File: config.mk
export PLATFORM = sky130hd
export DESIGN_NAME = arbiter_response_router
export DESIGN_NICKNAME = d
export VERILOG_FILES = /design/src/rtl/arbiter_response_router.sv
export SDC_FILE = /design/constraint.sdc
export NUM_CORES = 1
export LEC_CHECK = 0
export CAP_MARGIN = 15
export CORE_UTILIZATION = 29
export CTS_BUF_LIST = sky130_fd_sc_hd__clkbuf_4 sky130_fd_sc_hd__clkbuf_8
export CTS_CLUSTER_SIZE = 40
export DETAILED_ROUTE_END_ITERATION = 10
export PLACE_DENSITY_LB_ADDON = 0.08
export SLEW_MARGIN = 20
export SYNTH_ARGS = -nofsm -noshare
export SYNTH_HDL_FRONTEND = slang
export SYNTH_SLANG_ARGS = --single-unit
File: constraint.sdc
create_clock -name clk -period 2.7 [get_ports clk]
set_input_delay 0.81 -clock clk [delete_from_list [all_inputs] [get_ports clk]]
set_output_delay 0.81 -clock clk [all_outputs]
set_load 0.05 [all_outputs]
File: src/rtl/arbiter_response_router.sv
// Return-path router for the fixed-priority arbiter: remembers which port won each
// accepted request and steers the in-order responses back to that port.
module arbiter_response_router #(
  parameter int NUM_PORTS       = 2,
  parameter int DATA_WIDTH      = 32,
  parameter int MAX_OUTSTANDING = 4
) (
  input  logic                                clk,
  input  logic                                rst,
  input  logic [NUM_PORTS-1:0]                req_grants,
  input  logic                                req_fire,
  output logic                                req_allow,
  input  logic                                resp_valid,
  input  logic [DATA_WIDTH-1:0]               resp_data,
  output logic                                resp_ready,
  output logic [NUM_PORTS-1:0]                port_resp_valid,
  output logic [NUM_PORTS*DATA_WIDTH-1:0]     port_resp_data,
  input  logic [NUM_PORTS-1:0]                port_resp_ready,
  output logic [$clog2(MAX_OUTSTANDING):0]    outstanding,
  output logic                                err_overflow,
  output logic                                err_unexpected,
  output logic                                err_grant
);

  localparam int IDX_W = (NUM_PORTS > 1) ? $clog2(NUM_PORTS) : 1;
  localparam int PTR_W = $clog2(MAX_OUTSTANDING);
  localparam int CNT_W = PTR_W + 1;

  // Handshake: a response transfers in the cycle resp_valid && resp_ready are both
  // high; resp_ready mirrors the ready of the head port and never waits on
  // resp_valid. A request is recorded when req_fire is high with a one-hot grant
  // and req_allow is high in the same cycle.

  logic [IDX_W-1:0] tag_mem [MAX_OUTSTANDING];
  logic [PTR_W-1:0] wr_ptr;
  logic [PTR_W-1:0] rd_ptr;
  logic [CNT_W-1:0] count;

  logic             empty;
  logic             full;
  logic [IDX_W-1:0] head;
  logic             grant_onehot;
  logic [IDX_W-1:0] grant_idx;
  logic             push;
  logic             pop;

  assign empty = (count == '0);
  assign full  = (count == CNT_W'(MAX_OUTSTANDING));
  assign head  = tag_mem[rd_ptr];

  assign grant_onehot = (req_grants != '0) &&
                        ((req_grants & (req_grants - NUM_PORTS'(1))) == '0);

  always_comb begin
    grant_idx = '0;
    for (int i = 0; i < NUM_PORTS; i++) begin
      if (req_grants[i]) grant_idx = IDX_W'(i);
    end
  end

  // Only the head port sees the response; an empty FIFO routes nowhere.
  always_comb begin
    port_resp_valid = '0;
    resp_ready      = 1'b0;
    for (int i = 0; i < NUM_PORTS; i++) begin
      if (!empty && (head == IDX_W'(i))) begin
        port_resp_valid[i] = resp_valid;
        resp_ready         = port_resp_ready[i];
      end
    end
  end

  assign port_resp_data = {NUM_PORTS{resp_data}};

  assign pop       = resp_valid & resp_ready;
  // A pop in the same cycle frees the slot, so a full FIFO can still accept.
  assign req_allow = !full || pop;
  assign push      = req_fire & grant_onehot & req_allow;

  assign outstanding = count;

  always_ff @(posedge clk) begin
    if (push) tag_mem[wr_ptr] <= grant_idx;
  end

  always_ff @(posedge clk) begin
    if (rst) begin
      wr_ptr <= '0;
      rd_ptr <= '0;
      count  <= '0;
    end else begin
      if (push) wr_ptr <= wr_ptr + PTR_W'(1);
      if (pop)  rd_ptr <= rd_ptr + PTR_W'(1);
      case ({push, pop})
        2'b10:   count <= count + CNT_W'(1);
        2'b01:   count <= count - CNT_W'(1);
        default: count <= count;
      endcase
    end
  end

  always_ff @(posedge clk) begin
    if (rst) begin
      err_overflow   <= 1'b0;
      err_unexpected <= 1'b0;
      err_grant      <= 1'b0;
    end else begin
      if (req_fire && grant_onehot && !req_allow) err_overflow   <= 1'b1;
      if (resp_valid && empty)                    err_unexpected <= 1'b1;
      if (req_fire && !grant_onehot)              err_grant      <= 1'b1;
    end
  end

endmodule

; ---- Yosys cells after proc, flatten, opt, wreduce, memory -nomap -nowiden
; Memories as Yosys holds them, arrays and structs flattened. A register that Yosys moved wholly into a read port is not among the register bits.
; Index checks and enable logic that the tools add are counted.
[op_classes]
muxes = 10
bitwise_logic = 5
eq_ne = 3
n_addsub = 5
n_reduce_logical = 16
[op_table]
columns = cell, count
row1 = $logic_and 1x1->1, 7
row2 = $mux 1, 7
row3 = $pmux 3 s2, 1
row4 = $add 2x1->2 const B, 2
row5 = $logic_not 1->1, 4
row6 = $mux 2, 2
row7 = $reduce_bool 2->1, 2
row8 = $add 3x1->3 const B, 1
row9 = $and 1x1->1, 3
row10 = $eq 3x3->1 const B, 1
row11 = $logic_not 3->1, 1
row12 = $sub 3x1->3 const B, 1
row13 = $and 2x2->2, 1
row14 = $eq 2x1->1 const B, 1
row15 = $eq 2x2->1 const B, 1
row16 = $logic_not 2->1, 1
row17 = $sub 2x1->2 const B, 1
row18 = $logic_or 1x1->1, 1
row19 = $not 1->1, 1
[totals]
memories = 1
input_bits = 40
regBits = 10
mem_bits_rw = 4
out_inout_bits = 74
[mem_list]
columns = name, words, word_bits, rd, rd_ports_with_merged_regs, wr, line_no
row1 = tag_mem, 4, 1, 1, 1, 1, 34  ; logic [IDX_W-1:0] tag_mem [MAX_OUTSTANDING];

; ---- Depth between registers and ports, before layout
[logic_depth]
word_depth = 10
mapped_depth = 8
ltp_nobuf = 7

; ---- Worst setup path before layout
; OpenSTA, ideal clock, no wires.
[synth_path]
path_kind = in2reg
from = input port port_resp_ready[0]
to = register count[2] (netlist: outstanding[2])
arrival_time_ns = 2.517
path_stages = 8
path_buffers = 1
required_ns = 2.577
setup_time_ns = 0.123
path_slack_ns = 0.060
path_cell_list = o311ai_0 -> mux2_4 -> buf_6 -> nand2b_1 -> fa_1 -> nor4_1 -> mux2i_1 -> mux2_1
[synth_via]
elab_chain_len = 7
elab_cells_between_ends = 9
cone_classes = 2 x eq/ne / 3 x mux / 2 x bitwise / 2 x reduce/logical
[synth_rtl]
columns = item, line_no
row1 = start: declaration, 18  ; input logic [NUM_PORTS-1:0] port_resp_ready,
row2 = $mux 1 * (2 in series), 66  ; if (!empty && (head == IDX_W'(i))) begin
row3 = $and 1x1->1 *, 75  ; assign pop = resp_valid & resp_ready;
row4 = $logic_or 1x1->1, 77  ; assign req_allow = !full || pop;
row5 = $and 1x1->1, 78  ; assign push = req_fire & grant_onehot & req_allow;
row6 = $eq 2x1->1 / $eq 2x2->1 (equally long branches), 94  ; case ({push, pop})
row7 = $pmux 3 s2 / $reduce_bool 2->1 (equally long branches), --
row8 = end signal: assignment, 95  ; 2'b10: count <= count + CNT_W'(1);
row9 = end signal: assignment, 96  ; 2'b01: count <= count - CNT_W'(1);
row10 = end signal: assignment, 97  ; default: count <= count;
row11 = end: declaration, 37  ; logic [CNT_W-1:0] count;
; Mark *: on every way between the ends. The rest lies on a longest branch, timed or not.
; A chain may end at the register's enable or synchronous reset.

; ---- Worst setup path in the final report
[layout_path]
from = input port resp_valid
to = output port req_allow
[layout_via]
elab_chain_len = 2
[layout_rtl]
columns = item, line_no
row1 = start: declaration, 13  ; input logic resp_valid,
row2 = $and 1x1->1, 75
row3 = $logic_or 1x1->1, 77
row4 = end: declaration, 12  ; output logic req_allow,
; Every way passes these cells.

==> results_dict.tcl <==
set metrics [dict create \
    antenna_found_initial 0 \
    via_count 701 \
    tritoncts "built" \
    cp_max_fo 3 \
    coreArea_um2 4380 \
    nFillCells 465 \
    crit_path_start_kind "primary input" \
    fin_crit_sh_pct 95.9 \
    io_pins 114 \
    track_usage_pct 9.71 \
    switching_share_pct 33.4 \
    ff2ff_path_depth 7 \
    slew_headroom_pct 61.0 \
    dieArea_um2 4840 \
    cts.htree.levels 1 \
    clock.fmax_mhz 386 \
    grt-ovfl-total 0 \
    cts_buffer_depth 2 \
    area_growth_pct -7.08 \
    synth_nets 191 \
    clock_skew_ns 0.00116 \
    cts_hold_buf 0 \
    drv_cap 0 \
    hold_class "flop to flop" \
    tightestPinTransition_ns 0.583 \
    root_buffer "clkbuf_8" \
    die_w_um 69.6 \
    fin_crit_ns 2.59 \
    required_ns 1.89 \
    setup.worst_path.start "resp_valid" \
    setup_viol 0 \
    dpl-instance-area_um2 1170 \
    diodes 0 \
    insertion_delay_ns 0.25 \
    ir_worst_vdd_uv 152 \
    intPower_mw 0.482 \
    p_leak_nw 0.481 \
    final_cell_area_um2 1230 \
    synth_seq_cells 16 \
    end_kind "primary output" \
    drive_gt1_share_pct 20.7 \
    start_util_pct 30.2 \
    cts.clk_slew.worst_paths_ns 0.07 \
    yosys-top-cells-count "64 x buf_4, 12 x dfxtp_1, 10 x nor2_1" \
    wl_per_cell_um 13.5 \
    die_y_um 69.6 \
    grt_pass1_vias 777 \
    gp_congestion 0.667 \
    yosys-top-cells-area "buf_4 36%, dfxtp_1 18%, edfxtp_1 9.1%" \
    pwr_density_cell_nw_per_um2 588 \
    rows 24 \
    drtIter0Drc 29 \
    pre_cts_ws_ns -0.414 \
    syn_avg_cell_area_um2 9.08 \
    reg2reg_slack_ns 0.14 \
    synthMostInstantiatedCell "buf_4" \
    clock-sinks 16 \
    synth-main-ff-cell "dfxtp_1" \
    async_flop_share_pct 0 \
    r2r-start "tag_mem[3]$_DFFE_PP_" \
    synth.largest_area_cell "buf_4" \
    drt_wl_total_um 2190 \
    p_total_mw 0.723 \
    critPathKind "primary input to primary output" \
    hold_slack_ns 0.472 \
    grt_pass1_wl_um 3650 \
    grt_max_degree 17 \
    synthesis.area_um2 1330 \
    yosysWarnings 0 \
    status "finished clean" \
    fin_util_pct 28.1 \
    crit_end "req_allow" \
    p_sw_mw 0.242 \
    nNetsFinal 157 \
    dpl.hpwl_um 1690 \
    p_comb_share_pct 35.3 \
    reg2reg_to "outstanding[2]$_SDFFE_PP0P_" \
    first_pass_iters 3 \
    finalSetupTns_ns 0 \
    instances_no_fill 163 \
    fin_ws_ns 0.110 \
    arrival_ns 1.78 \
    portBuffers 17 \
    drc 0 \
    netlist_instances 146 \
    dp_cells 158 \
    slew_viol_final 0 \
    yosysUniqueCellTypes 32 \
    synth_edf_count 4 \
    synth_top_area_share_pct 36.3 \
    clockPowerShare_pct 25.5 \
    yosysSeqAreaShare_pct 27.2 \
    numCtsBuffers 3 \
    pwr-share-seq_pct 39.2 \
    finalHoldViolations 0 \
    viasPerCell 4.30 \
    drtAntennaViolNets 0 \
    rsz0062_at_grt "false" \
]
## placed cells by master (no fill, tap or decap)
cell type and n:
o311ai_1 2, edfxtp_1 4, buf_4 9, a21boi_0 1, dfxtp_1 12, nand2_1 1
ha_1 4, a21oi_1 3, mux2_1 2, o22ai_1 1, clkdlybuf4s50_1 10, nor2_1 10
dlygate4sd2_1 3, nor4_1 1, nor3_1 2, xor2_1 2, mux2i_1 4, nand2b_1 5
o21ai_0 1, nand2_2 1, clkbuf_8 3, or2_2 2, and2_1 4, mux2_4 1
a41oi_1 1, buf_12 4, o32ai_1 1, a21oi_4 1, fa_1 1, mux4_2 1
nor3b_1 1, clkinv_1 1, xnor2_1 2, inv_1 6, or3_1 1, nor2b_1 2
buf_8 1
## critical path, cell delays in order
cell	delay (ns)
dlygate4sd2_1	0.24
o311ai_1	0.11
mux2_4	0.30
buf_8	0.12
nand2_2	0.06
buf_12	0.13
## power by group through the flow
stage / clock [mW] / sequential (mW) / combinational, mW
2_1_floorplan: 0 / 0.318 / 0.374
3_3_place_gp: 0 / 0.288 / 0.253
3_5_place_dp: 0 / 0.289 / 0.254
4_1_cts: 0.195 / 0.284 / 0.260
5_1_grt: 0.206 / 0.288 / 0.274
6_report: 0.184 / 0.283 / 0.256
## how the worst min path moves through the flow
stage	startpoint	endpoint	slack, ns	depth (start not counted)
finish	err_unexpected$_SDFFE_PP0P_	err_unexpected$_SDFFE_PP0P_	0.47	2
global route	err_grant$_SDFFE_PP0P_	err_grant$_SDFFE_PP0P_	0.52	2
CTS	err_unexpected$_SDFFE_PP0P_	err_unexpected$_SDFFE_PP0P_	0.48	2
detailed placement	err_unexpected$_SDFFE_PP0P_	err_unexpected$_SDFFE_PP0P_	0.47	2
global placement	err_unexpected$_SDFFE_PP0P_	err_unexpected$_SDFFE_PP0P_	0.46	2
floorplan	rd_ptr[1]$_SDFFE_PP0P_	flop	0.46	2
## per-layer routing
metal | vias to the layer above | share of wire, % | routed length (µm) | global-route usage [%]
li1 | 341 | - | - | -
met1 | 302 | 42 | 929 | 10.7
met2 | 37 | 43 | 938 | 14.9
met3 | 21 | 10 | 226 | 2.62
met4 | 0 | 4.5 | 99 | 9.30
met5 | - | 0 | 0 | 0
## cell type report
class	instances	area, µm²	share of cell area, %
multi-input combinational	58	449	36.5
sequential	16	360	29.3
timing repair buffer	27	289	23.5
tap	52	65.1	5.28
clock buffer	3	41.3	3.35
inverter	6	22.5	1.83
clock inverter	1	3.75	0.305
## repair_timing
item / CTS / global route
endpoints found under the setup margin: 3 / 0
setup buffers: 1 / 0
resized for setup: 8 / 0
## cell families after synthesis
| kind of cell | after synthesis | synth area share [%] |
|---|---|---|
| xor+xnor | 4 | 2.64 |
| flops | 16 | 27.2 |
| mux | 8 | 7.55 |
| buf+inv | 72 | 39.1 |
| compound gates | 11 | 6.42 |
| fa+ha+maj | 5 | 5.29 |
| simple gates | 30 | 11.8 |
(Power assumes the default switching activity.)
